## config.mk

```make
export PLATFORM = sky130hd
export DESIGN_NAME = inst_fetch_queue_flat
export DESIGN_NICKNAME = d
export VERILOG_FILES = /design/src/rtl/inst_fetch_queue_pkg.sv /design/src/rtl/inst_fetch_queue_if.sv /design/src/rtl/inst_fetch_queue.sv /design/src/flat_wrapper.sv
export SDC_FILE = /design/constraint.sdc
export NUM_CORES = 1
export LEC_CHECK = 0
export BUFFER_PORTS_ARGS = -buffer_cell sky130_fd_sc_hd__buf_2
export CAP_MARGIN = 20
export CELL_PAD_IN_SITES_DETAIL_PLACEMENT = 0
export CELL_PAD_IN_SITES_GLOBAL_PLACEMENT = 1
export CORE_UTILIZATION = 40
export DETAILED_ROUTE_END_ITERATION = 10
export PLACE_DENSITY = 0.76
export RECOVER_POWER = 25
export SLEW_MARGIN = 20
export SYNTH_ARGS = -nofsm -noshare
export SYNTH_HDL_FRONTEND = slang
export SYNTH_SLANG_ARGS = --single-unit
```

## constraint.sdc

```tcl
create_clock -name clk -period 8.5 [get_ports clk]
set_clock_uncertainty 0.05 [all_clocks]
set_input_delay 0.85 -clock clk [delete_from_list [all_inputs] [get_ports clk]]
set_output_delay 0.85 -clock clk [all_outputs]
set_load 0.005 [all_outputs]
```

## src/rtl/inst_fetch_queue_pkg.sv

```systemverilog
// rtl/inst_fetch_queue_pkg.sv - shared fetch-queue sizing and entry layout
package ifq_define;
  localparam int DEPTH   = 8;
  localparam int PTR_W   = 3;
  localparam int ENTRY_W = 64;

  typedef struct packed {
    logic [31:0] pc;
    logic [31:0] inst;
  } ifq_entry_t;
endpackage

```

## src/rtl/inst_fetch_queue_if.sv

```systemverilog
// rtl/inst_fetch_queue_if.sv - fetch/decode side signals of the instruction queue
interface inst_fetch_queue_if;
  import ifq_define::*;

  logic             flush;
  logic             in_valid_1;
  logic             in_valid_2;
  logic [31:0]      in_pc;
  logic [31:0]      in_inst_1;
  logic [31:0]      in_inst_2;
  logic             fetch_stall;
  logic             out_valid_1;
  logic             out_valid_2;
  logic [31:0]      out_pc_1;
  logic [31:0]      out_inst_1;
  logic [31:0]      out_pc_2;
  logic [31:0]      out_inst_2;
  logic [1:0]       pop_cnt;
  logic [PTR_W:0]   count;

  modport master (
    output flush, in_valid_1, in_valid_2, in_pc, in_inst_1, in_inst_2, pop_cnt,
    input  fetch_stall, out_valid_1, out_valid_2, out_pc_1, out_inst_1,
           out_pc_2, out_inst_2, count
  );

  modport slave (
    input  flush, in_valid_1, in_valid_2, in_pc, in_inst_1, in_inst_2, pop_cnt,
    output fetch_stall, out_valid_1, out_valid_2, out_pc_1, out_inst_1,
           out_pc_2, out_inst_2, count
  );
endinterface

```

## src/rtl/inst_fetch_queue.sv

```systemverilog
// rtl/inst_fetch_queue.sv - dual-issue circular instruction queue, FWFT read ports
module inst_fetch_queue
  import ifq_define::*;
#(
  parameter int DEPTH = ifq_define::DEPTH,
  parameter int PTR_W = ifq_define::PTR_W
) (
  input  logic               clk,
  input  logic               resetn,
  inst_fetch_queue_if.slave  ifq
);

  localparam logic [PTR_W:0] STALL_LVL = (PTR_W+1)'(DEPTH - 2);

  ifq_entry_t       r_mem [DEPTH];
  logic [PTR_W-1:0] r_head;
  logic [PTR_W-1:0] r_tail;
  logic [PTR_W:0]   r_count;

  logic             w_stall;
  logic [1:0]       w_push;
  logic [1:0]       w_pop_req;
  logic [1:0]       w_pop;
  logic [PTR_W-1:0] w_tail_p1;
  logic [PTR_W-1:0] w_head_p1;
  logic             w_valid_1;
  logic             w_valid_2;

  // Stall is deliberately conservative: a two-wide push must always fit.
  assign w_stall   = (r_count > STALL_LVL) || ifq.flush;
  assign w_tail_p1 = r_tail + PTR_W'(1);
  assign w_head_p1 = r_head + PTR_W'(1);

  always_comb begin
    w_push = 2'd0;
    if (!w_stall && ifq.in_valid_1)
      w_push = ifq.in_valid_2 ? 2'd2 : 2'd1;
  end

  always_comb begin
    w_pop_req = (ifq.pop_cnt == 2'd3) ? 2'd2 : ifq.pop_cnt;
    w_pop     = w_pop_req;
    if ({{(PTR_W-1){1'b0}}, w_pop_req} > r_count)
      w_pop = r_count[1:0];
  end

  always_ff @(posedge clk) begin
    if (!resetn || ifq.flush) begin
      r_head  <= '0;
      r_tail  <= '0;
      r_count <= '0;
    end else begin
      r_head  <= r_head + PTR_W'(w_pop);
      r_tail  <= r_tail + PTR_W'(w_push);
      r_count <= r_count + (PTR_W+1)'(w_push) - (PTR_W+1)'(w_pop);
    end
  end

  always_ff @(posedge clk) begin
    if (resetn && w_push != 2'd0)
      r_mem[r_tail] <= '{pc: ifq.in_pc, inst: ifq.in_inst_1};
    if (resetn && w_push == 2'd2)
      r_mem[w_tail_p1] <= '{pc: ifq.in_pc + 32'd4, inst: ifq.in_inst_2};
  end

  assign w_valid_1 = (r_count != '0);
  assign w_valid_2 = (r_count >= (PTR_W+1)'(2));

  assign ifq.fetch_stall = w_stall;
  assign ifq.count       = r_count;
  assign ifq.out_valid_1 = w_valid_1;
  assign ifq.out_valid_2 = w_valid_2;
  assign ifq.out_pc_1    = w_valid_1 ? r_mem[r_head].pc      : 32'd0;
  assign ifq.out_inst_1  = w_valid_1 ? r_mem[r_head].inst    : 32'd0;
  assign ifq.out_pc_2    = w_valid_2 ? r_mem[w_head_p1].pc   : 32'd0;
  assign ifq.out_inst_2  = w_valid_2 ? r_mem[w_head_p1].inst : 32'd0;

endmodule

```

## src/flat_wrapper.sv

```systemverilog
// flat-port wrapper written by rule: the top's interface ports become plain ports
module inst_fetch_queue_flat import ifq_define::*;
#(
  parameter int DEPTH = ifq_define::DEPTH,
  parameter int PTR_W = ifq_define::PTR_W
)
  (clk, resetn, ifq_flush, ifq_in_valid_1, ifq_in_valid_2, ifq_in_pc, ifq_in_inst_1, ifq_in_inst_2, ifq_pop_cnt, ifq_fetch_stall, ifq_out_valid_1, ifq_out_valid_2, ifq_out_pc_1, ifq_out_inst_1, ifq_out_pc_2, ifq_out_inst_2, ifq_count);
  inst_fetch_queue_if ifq_i ();
  input  logic clk;
  input  logic resetn;
  input wire logic [$bits(ifq_i.flush)-1:0] ifq_flush;
  input wire logic [$bits(ifq_i.in_valid_1)-1:0] ifq_in_valid_1;
  input wire logic [$bits(ifq_i.in_valid_2)-1:0] ifq_in_valid_2;
  input wire logic [$bits(ifq_i.in_pc)-1:0] ifq_in_pc;
  input wire logic [$bits(ifq_i.in_inst_1)-1:0] ifq_in_inst_1;
  input wire logic [$bits(ifq_i.in_inst_2)-1:0] ifq_in_inst_2;
  input wire logic [$bits(ifq_i.pop_cnt)-1:0] ifq_pop_cnt;
  output wire logic [$bits(ifq_i.fetch_stall)-1:0] ifq_fetch_stall;
  output wire logic [$bits(ifq_i.out_valid_1)-1:0] ifq_out_valid_1;
  output wire logic [$bits(ifq_i.out_valid_2)-1:0] ifq_out_valid_2;
  output wire logic [$bits(ifq_i.out_pc_1)-1:0] ifq_out_pc_1;
  output wire logic [$bits(ifq_i.out_inst_1)-1:0] ifq_out_inst_1;
  output wire logic [$bits(ifq_i.out_pc_2)-1:0] ifq_out_pc_2;
  output wire logic [$bits(ifq_i.out_inst_2)-1:0] ifq_out_inst_2;
  output wire logic [$bits(ifq_i.count)-1:0] ifq_count;
  assign ifq_i.flush = ifq_flush;
  assign ifq_i.in_valid_1 = ifq_in_valid_1;
  assign ifq_i.in_valid_2 = ifq_in_valid_2;
  assign ifq_i.in_pc = ifq_in_pc;
  assign ifq_i.in_inst_1 = ifq_in_inst_1;
  assign ifq_i.in_inst_2 = ifq_in_inst_2;
  assign ifq_i.pop_cnt = ifq_pop_cnt;
  assign ifq_fetch_stall = ifq_i.fetch_stall;
  assign ifq_out_valid_1 = ifq_i.out_valid_1;
  assign ifq_out_valid_2 = ifq_i.out_valid_2;
  assign ifq_out_pc_1 = ifq_i.out_pc_1;
  assign ifq_out_inst_1 = ifq_i.out_inst_1;
  assign ifq_out_pc_2 = ifq_i.out_pc_2;
  assign ifq_out_inst_2 = ifq_i.out_inst_2;
  assign ifq_count = ifq_i.count;
  inst_fetch_queue #(.DEPTH(DEPTH), .PTR_W(PTR_W)) u_core (.clk(clk), .resetn(resetn), .ifq(ifq_i));
endmodule
```

After elaboration in Yosys (flattened, before gate mapping):

Memory sizes are Yosys's and may differ from the RTL's. A register that Yosys moved wholly into a read port is not among the register bits.
Index checks and enable logic that the tools add are counted.

* output and inout port bits: 135
* memories kept: 1
* memory bits (writable): 512
* bits of input ports: 103
* register bits after elaboration: 10
* word-level logic and storage cells: 38

Memory list
* u_core.r_mem: depth 8, width 64, rd ports 2, clocked after memory_dff 1, wr ports 2, line inst_fetch_queue.sv:15 `ifq_entry_t r_mem [DEPTH];`

* reduce and logical (&&, ||, !) cells: 9
* order comparisons: 3
* eq/ne operators: 2
* multiplexer cells: 13
* add/sub/neg operators: 7

Operators by type and width (count)
* 32-bit two-way mux: 4
* 32-bit by 3-bit adder with 32-bit output (second input constant): 1
* 2-bit two-way mux: 4
* 3-bit by 1-bit adder with 3-bit output (second input constant): 2
* 3-bit by 2-bit adder with 3-bit output: 2
* 4-bit by 2-bit adder with 4-bit output: 1
* 2-bit == test (second input constant): 2
* 4-bit by 2-bit greater-or-equal comparator with 1-bit output (second input constant): 1
* 2-bit by 4-bit > comparator with 1-bit output: 1
* 4-bit by 3-bit > comparator with 1-bit output (second input constant): 1
* 1-bit two-way mux: 4
* 4-bit nonzero test: 1
* 4-bit by 2-bit subtractor with 4-bit output: 1
* 1-bit logical AND: 3
* 3-bit two-way mux: 1
* 1-bit zero test: 2
* 1-bit logical OR: 2
* 2-bit nonzero test: 1

Longest topological paths before layout:

* depth after elaboration: 9
* mapped depth: 14
* depth with buffers taken out: 13

Worst setup path before layout:

No wires, ideal clock.

* kind: register to register
* start: register u_core.r_count[3] (netlist: u_core.ifq.count[3])
* end: memory u_core.r_mem[0][0] in the netlist's numbering (enable)
* clock period less this slack: 7127 ps
* setup time: 581 ps
* cell stages (with the launch flop): 8
* slack: 1373 ps
* data arrival time: 6496 ps
* data required time: 7869 ps
* buffers on the path: 2
* cells stage by stage: dfxtp_1 > inv_1 > ha_1 > and3_1 > clkbuf_1 > or4_1 > clkbuf_1 > o31ai_1

RTL lines
* start, declared: line inst_fetch_queue.sv:18 `logic [PTR_W:0] r_count;`
* start signal, assigned: line inst_fetch_queue.sv:55 `r_count <= r_count + (PTR_W+1)'(w_push) - (PTR_W+1)'(w_pop);`
* end, declared: line inst_fetch_queue.sv:15

==> summary.json <==
{
  "power_leakage_nw": 11.2,
  "drt-initial-drc-count": 1825,
  "failed_checks": "capacitance limit, slew limit",
  "max_cap_viol_count": 9,
  "r2r_setup_slack_ns": 2.48,
  "final_max_slew_viol_count": 354,
  "syn_area_per_cell_sq_um": 14.2,
  "synth_cell_type_count": 41,
  "drcViolationCount": 0,
  "remaining_global_route_overflow": 0,
  "timing_worst_setup_path_type": "reg2reg",
  "placeableCoreArea_sq_um": 77500,
  "cp_max_fo": 42,
  "max-clock-path-buffers": 3,
  "synth_compound_gate_area_share_pct": 1.33,
  "drt.antenna.violating_nets": 0,
  "worstHoldPathCells": 1,
  "row_count": 102,
  "syn-cell-area_sq_um": 31300,
  "fp.dieH_um": 282,
  "layoutNonFillerInstCount": 3419,
  "placedCellCount": 3311,
  "worst-r2r-cell-count": 7,
  "largest_net_degree_at_the_start_of_global_routing": 148,
  "power_density_nw_per_um2": 215,
  "grt_usage_pct": 23.0,
  "worst_case_vdd_ir_drop_mv": 0.185,
  "hold_violations": 0,
  "yosys.area_share.xor_xnor_pct": 6.71,
  "synth.mux.area_fraction_pct": 30.0,
  "worst_r2r_startpoint": "u_core.r_tail[2]",
  "cell_class_contributing_the_biggest_share_of_worst_path_delay": "buffers and inverters",
  "worstMarginPinSlew_ns": 3.35,
  "die_x_um": 282,
  "viasPerCell": 6.05,
  "final_gp_congestion": 0.757,
  "fin_worst_hold_slack_ns": 0.557,
  "post_drt_wl_per_cell_um": 26.9,
  "hold_path_class": "in2reg",
  "io_buffers": 237,
  "cts_setup_buffers": 0,
  "syn-num-nets": 2322,
  "antenna_found_initial": 8,
  "timing.critical_path.slowest_stage_cell": "sky130_fd_sc_hd__clkbuf_1",
  "num_vias": 20678,
  "post-route-cell-area_sq_um": 35200,
  "rsz_0062_raised_after_global_routing": "false",
  "cts_repair_resize_count": 0,
  "cp_slowest_stage_delay_ns": 2.18,
  "design.portCount": 238,
  "post_route_wl_mm": 91.9,
  "initial_core_utilization_pct": 40.5,
  "cp_common_cell": "sky130_fd_sc_hd__buf_4",
  "synth-seq-area-share_pct": 49.7,
  "synth.ff_latch_count": 522,
  "worst_hold_path.endpoint": "u_core.r_mem[0][33]",
  "outcome": "finished with violations",
  "timing.rr.end": "u_core.r_mem[0][24]",
  "synth-adder-area-share_pct": 0.815,
  "grt_first_pass_wirelength_mm": 136,
  "insertion_delay_ns": 0.61,
  "syn2layout_area_growth_pct": 12.3,
  "synth-simple-area-share_pct": 8.29,
  "clockRootBuffer": "sky130_fd_sc_hd__clkbuf_16",
  "yosysWarnings": 0,
  "drive_above_1_share_pct": 37.4,
  "final_nets": 2451,
  "postPlaceCellArea_sq_um": 33500,
  "hold_path.startpoint": "ifq_in_pc[1]",
  "setup_viol_count_final": 0,
  "place_hpwl_mm": 56.0,
  "timing.critical_path.from_type": "register",
  "h-tree-depth": 2,
  "timing.final.crit_period_ns": 6.02,
  "crit_path_cell_trace": "xor2_1 -> nor2_4 -> buf_4 -> nand2_2 -> clkbuf_1 -> o31ai_4 -> buf_4",
  "clk_transition_reported_paths_ns": 0.06,
  "sum_of_negative_setup_slack_ns": 0,
  "slew_headroom_pct": -124,
  "cts_tree": "built",
  "cp_data_arrival_time_ns": 6.24,
  "setup_ws_ns": 2.48,
  "final.period_utilization_pct": 70.8,
  "cts_buffers": 57,
  "clock_sink_count": 522,
  "critPathBufInv": 3,
  "fmax_mhz": 166,
  "place_worst_setup_slack_ns": 3.96,
  "worst-endpoint-required_ns": 8.72,
  "post_cts_hold_buffer_count": 0,
  "vias_in_the_first_global_route": 21563,
  "design.die.area_sq_um": 79500,
  "syn_inst": 2201,
  "firstDrtPassIters": 8,
  "largest_family_of_logic_cells_by_synthesized_area": "multiplexers",
  "type_of_destination_of_the_critical_path": "register"
}
## registers in the layout, indices dropped and copies added (netlist names)
name / cells
u_core.ifq.count: 4
u_core.r_head: 3
u_core.r_mem: 512
u_core.r_tail: 3
## synthesized netlist by cell type
| master | number | area, sq um |
|---|---|---|
| sky130_fd_sc_hd__a21boi_0 | 1 | 7.51 |
| sky130_fd_sc_hd__a21o_1 | 1 | 7.51 |
| sky130_fd_sc_hd__a21oi_1 | 65 | 325 |
| sky130_fd_sc_hd__and2_1 | 6 | 37.5 |
| sky130_fd_sc_hd__and3_1 | 8 | 50.1 |
| sky130_fd_sc_hd__and3b_1 | 1 | 8.76 |
| sky130_fd_sc_hd__and4_1 | 2 | 17.5 |
| sky130_fd_sc_hd__buf_1 | 19 | 71.3 |
| sky130_fd_sc_hd__buf_2 | 78 | 390 |
| sky130_fd_sc_hd__buf_4 | 7 | 52.6 |
| sky130_fd_sc_hd__clkbuf_1 | 110 | 413 |
| sky130_fd_sc_hd__dfxtp_1 | 10 | 200 |
| sky130_fd_sc_hd__edfxtp_1 | 512 | 15400 |
| sky130_fd_sc_hd__fa_1 | 4 | 80.1 |
| sky130_fd_sc_hd__ha_1 | 14 | 175 |
| sky130_fd_sc_hd__inv_1 | 19 | 71.3 |
| sky130_fd_sc_hd__inv_2 | 1 | 3.75 |
| sky130_fd_sc_hd__mux2_2 | 264 | 2970 |
| sky130_fd_sc_hd__mux2i_1 | 65 | 651 |
| sky130_fd_sc_hd__mux4_2 | 256 | 5770 |
| sky130_fd_sc_hd__nand2_1 | 149 | 559 |
| sky130_fd_sc_hd__nand2b_1 | 5 | 31.3 |
| sky130_fd_sc_hd__nand3_1 | 121 | 606 |
| sky130_fd_sc_hd__nand3b_1 | 1 | 7.51 |
| sky130_fd_sc_hd__nand4_1 | 63 | 394 |
| sky130_fd_sc_hd__nand4_2 | 1 | 12.5 |
| sky130_fd_sc_hd__nand4_4 | 1 | 21.3 |
| sky130_fd_sc_hd__nor2_1 | 79 | 297 |
| sky130_fd_sc_hd__nor2b_1 | 2 | 12.5 |
| sky130_fd_sc_hd__nor3_1 | 14 | 70.1 |
| sky130_fd_sc_hd__nor4_1 | 61 | 382 |
| sky130_fd_sc_hd__nor4_4 | 2 | 42.5 |
| sky130_fd_sc_hd__o211ai_1 | 1 | 7.51 |
| sky130_fd_sc_hd__o21a_1 | 1 | 7.51 |
| sky130_fd_sc_hd__o21ai_0 | 6 | 30.0 |
| sky130_fd_sc_hd__o31ai_1 | 4 | 30.0 |
| sky130_fd_sc_hd__or2_2 | 1 | 6.26 |
| sky130_fd_sc_hd__or3_1 | 1 | 6.26 |
| sky130_fd_sc_hd__or4_1 | 5 | 37.5 |
| sky130_fd_sc_hd__xnor2_1 | 188 | 1650 |
| sky130_fd_sc_hd__xor2_1 | 52 | 455 |
## per-layer routing
metal	global-route usage, %	up-vias	wire, um
met3	4.23	133	7170
met2	40.0	890	47100
met5	0	-	13
li1	-	8877	-
met1	28.9	10776	35400
met4	7.25	2	2190
## how the worst max path moves through the flow
stage | start | endpoint | slack, ns | cells past startpoint
after floorplan | u_core.ifq.count[3] | u_core.r_mem[0][0] | 1.37 | 7
after CTS | u_core.r_head[0] | ifq_out_pc_1[24] | 3.56 | 6
after global placement | ifq_flush | u_core.r_mem[7][45] | 3.98 | 6
after detailed placement | ifq_flush | u_core.r_mem[7][44] | 3.96 | 6
final | u_core.r_tail[2] | u_core.r_mem[0][24] | 2.48 | 7
after global routing | u_core.ifq.count[3] | u_core.r_mem[0][42] | 2.17 | 9
## cells by family (layout without fill, tap and decap cells)
kind of cell / count (synthesis) / count (layout)
AOI/OAI and AO/OA: 79 / 79
xor gates and xnor gates: 240 / 240
other: 0 / 5
and+or+nand+nor: 523 / 523
adders and majority gates: 18 / 18
DFF: 522 / 522
muxes: 585 / 585
buffers and inverters: 234 / 407
## cell type report
class / instances / area (sq um)
Inverter: 20 / 75.1
Tap cell: 1040 / 1300
Multi-Input combinational cell: 1445 / 14900
Fill cell: 6907 / 42300
Antenna cell: 5 / 12.5
Timing Repair Buffer: 284 / 1530
Clock inverter: 25 / 220
Clock buffer: 78 / 1550
Sequential cell: 522 / 15600
## placed cells by master, fill, tap and decap left out, types with 59 or more instances in the layout
master	netlist	final
sky130_fd_sc_hd__edfxtp_1	512	512
sky130_fd_sc_hd__mux2_2	264	264
sky130_fd_sc_hd__mux4_2	256	256
sky130_fd_sc_hd__buf_2	78	229
sky130_fd_sc_hd__xnor2_1	188	187
sky130_fd_sc_hd__nand2_1	149	143
sky130_fd_sc_hd__nand3_1	121	121
sky130_fd_sc_hd__nor2_1	79	75
sky130_fd_sc_hd__mux2i_1	65	65
sky130_fd_sc_hd__a21oi_1	65	65
sky130_fd_sc_hd__nand4_1	63	63
sky130_fd_sc_hd__nor4_1	61	62
sky130_fd_sc_hd__clkbuf_16	0	59
## power breakdown
part           total [mW]  switching (mW)  internal (mW)
Sequential           2.93          0.0487           2.88
Combinational        2.24            1.27          0.968
Clock                2.40            1.01           1.38
Total                7.56            2.33           5.23
## per-stage QoR
step | utilization [%] | total power [mW]
2_1_floorplan | - | 4.33
3_3_place_gp | 43.2 | 5.22
3_5_place_dp | 43.2 | 5.25
4_1_cts | 45.5 | 7.64
5_1_grt | 45.4 | 7.90
6_report | 45.4 | 7.56
No activity file was read; power rests on OpenSTA's default activity.
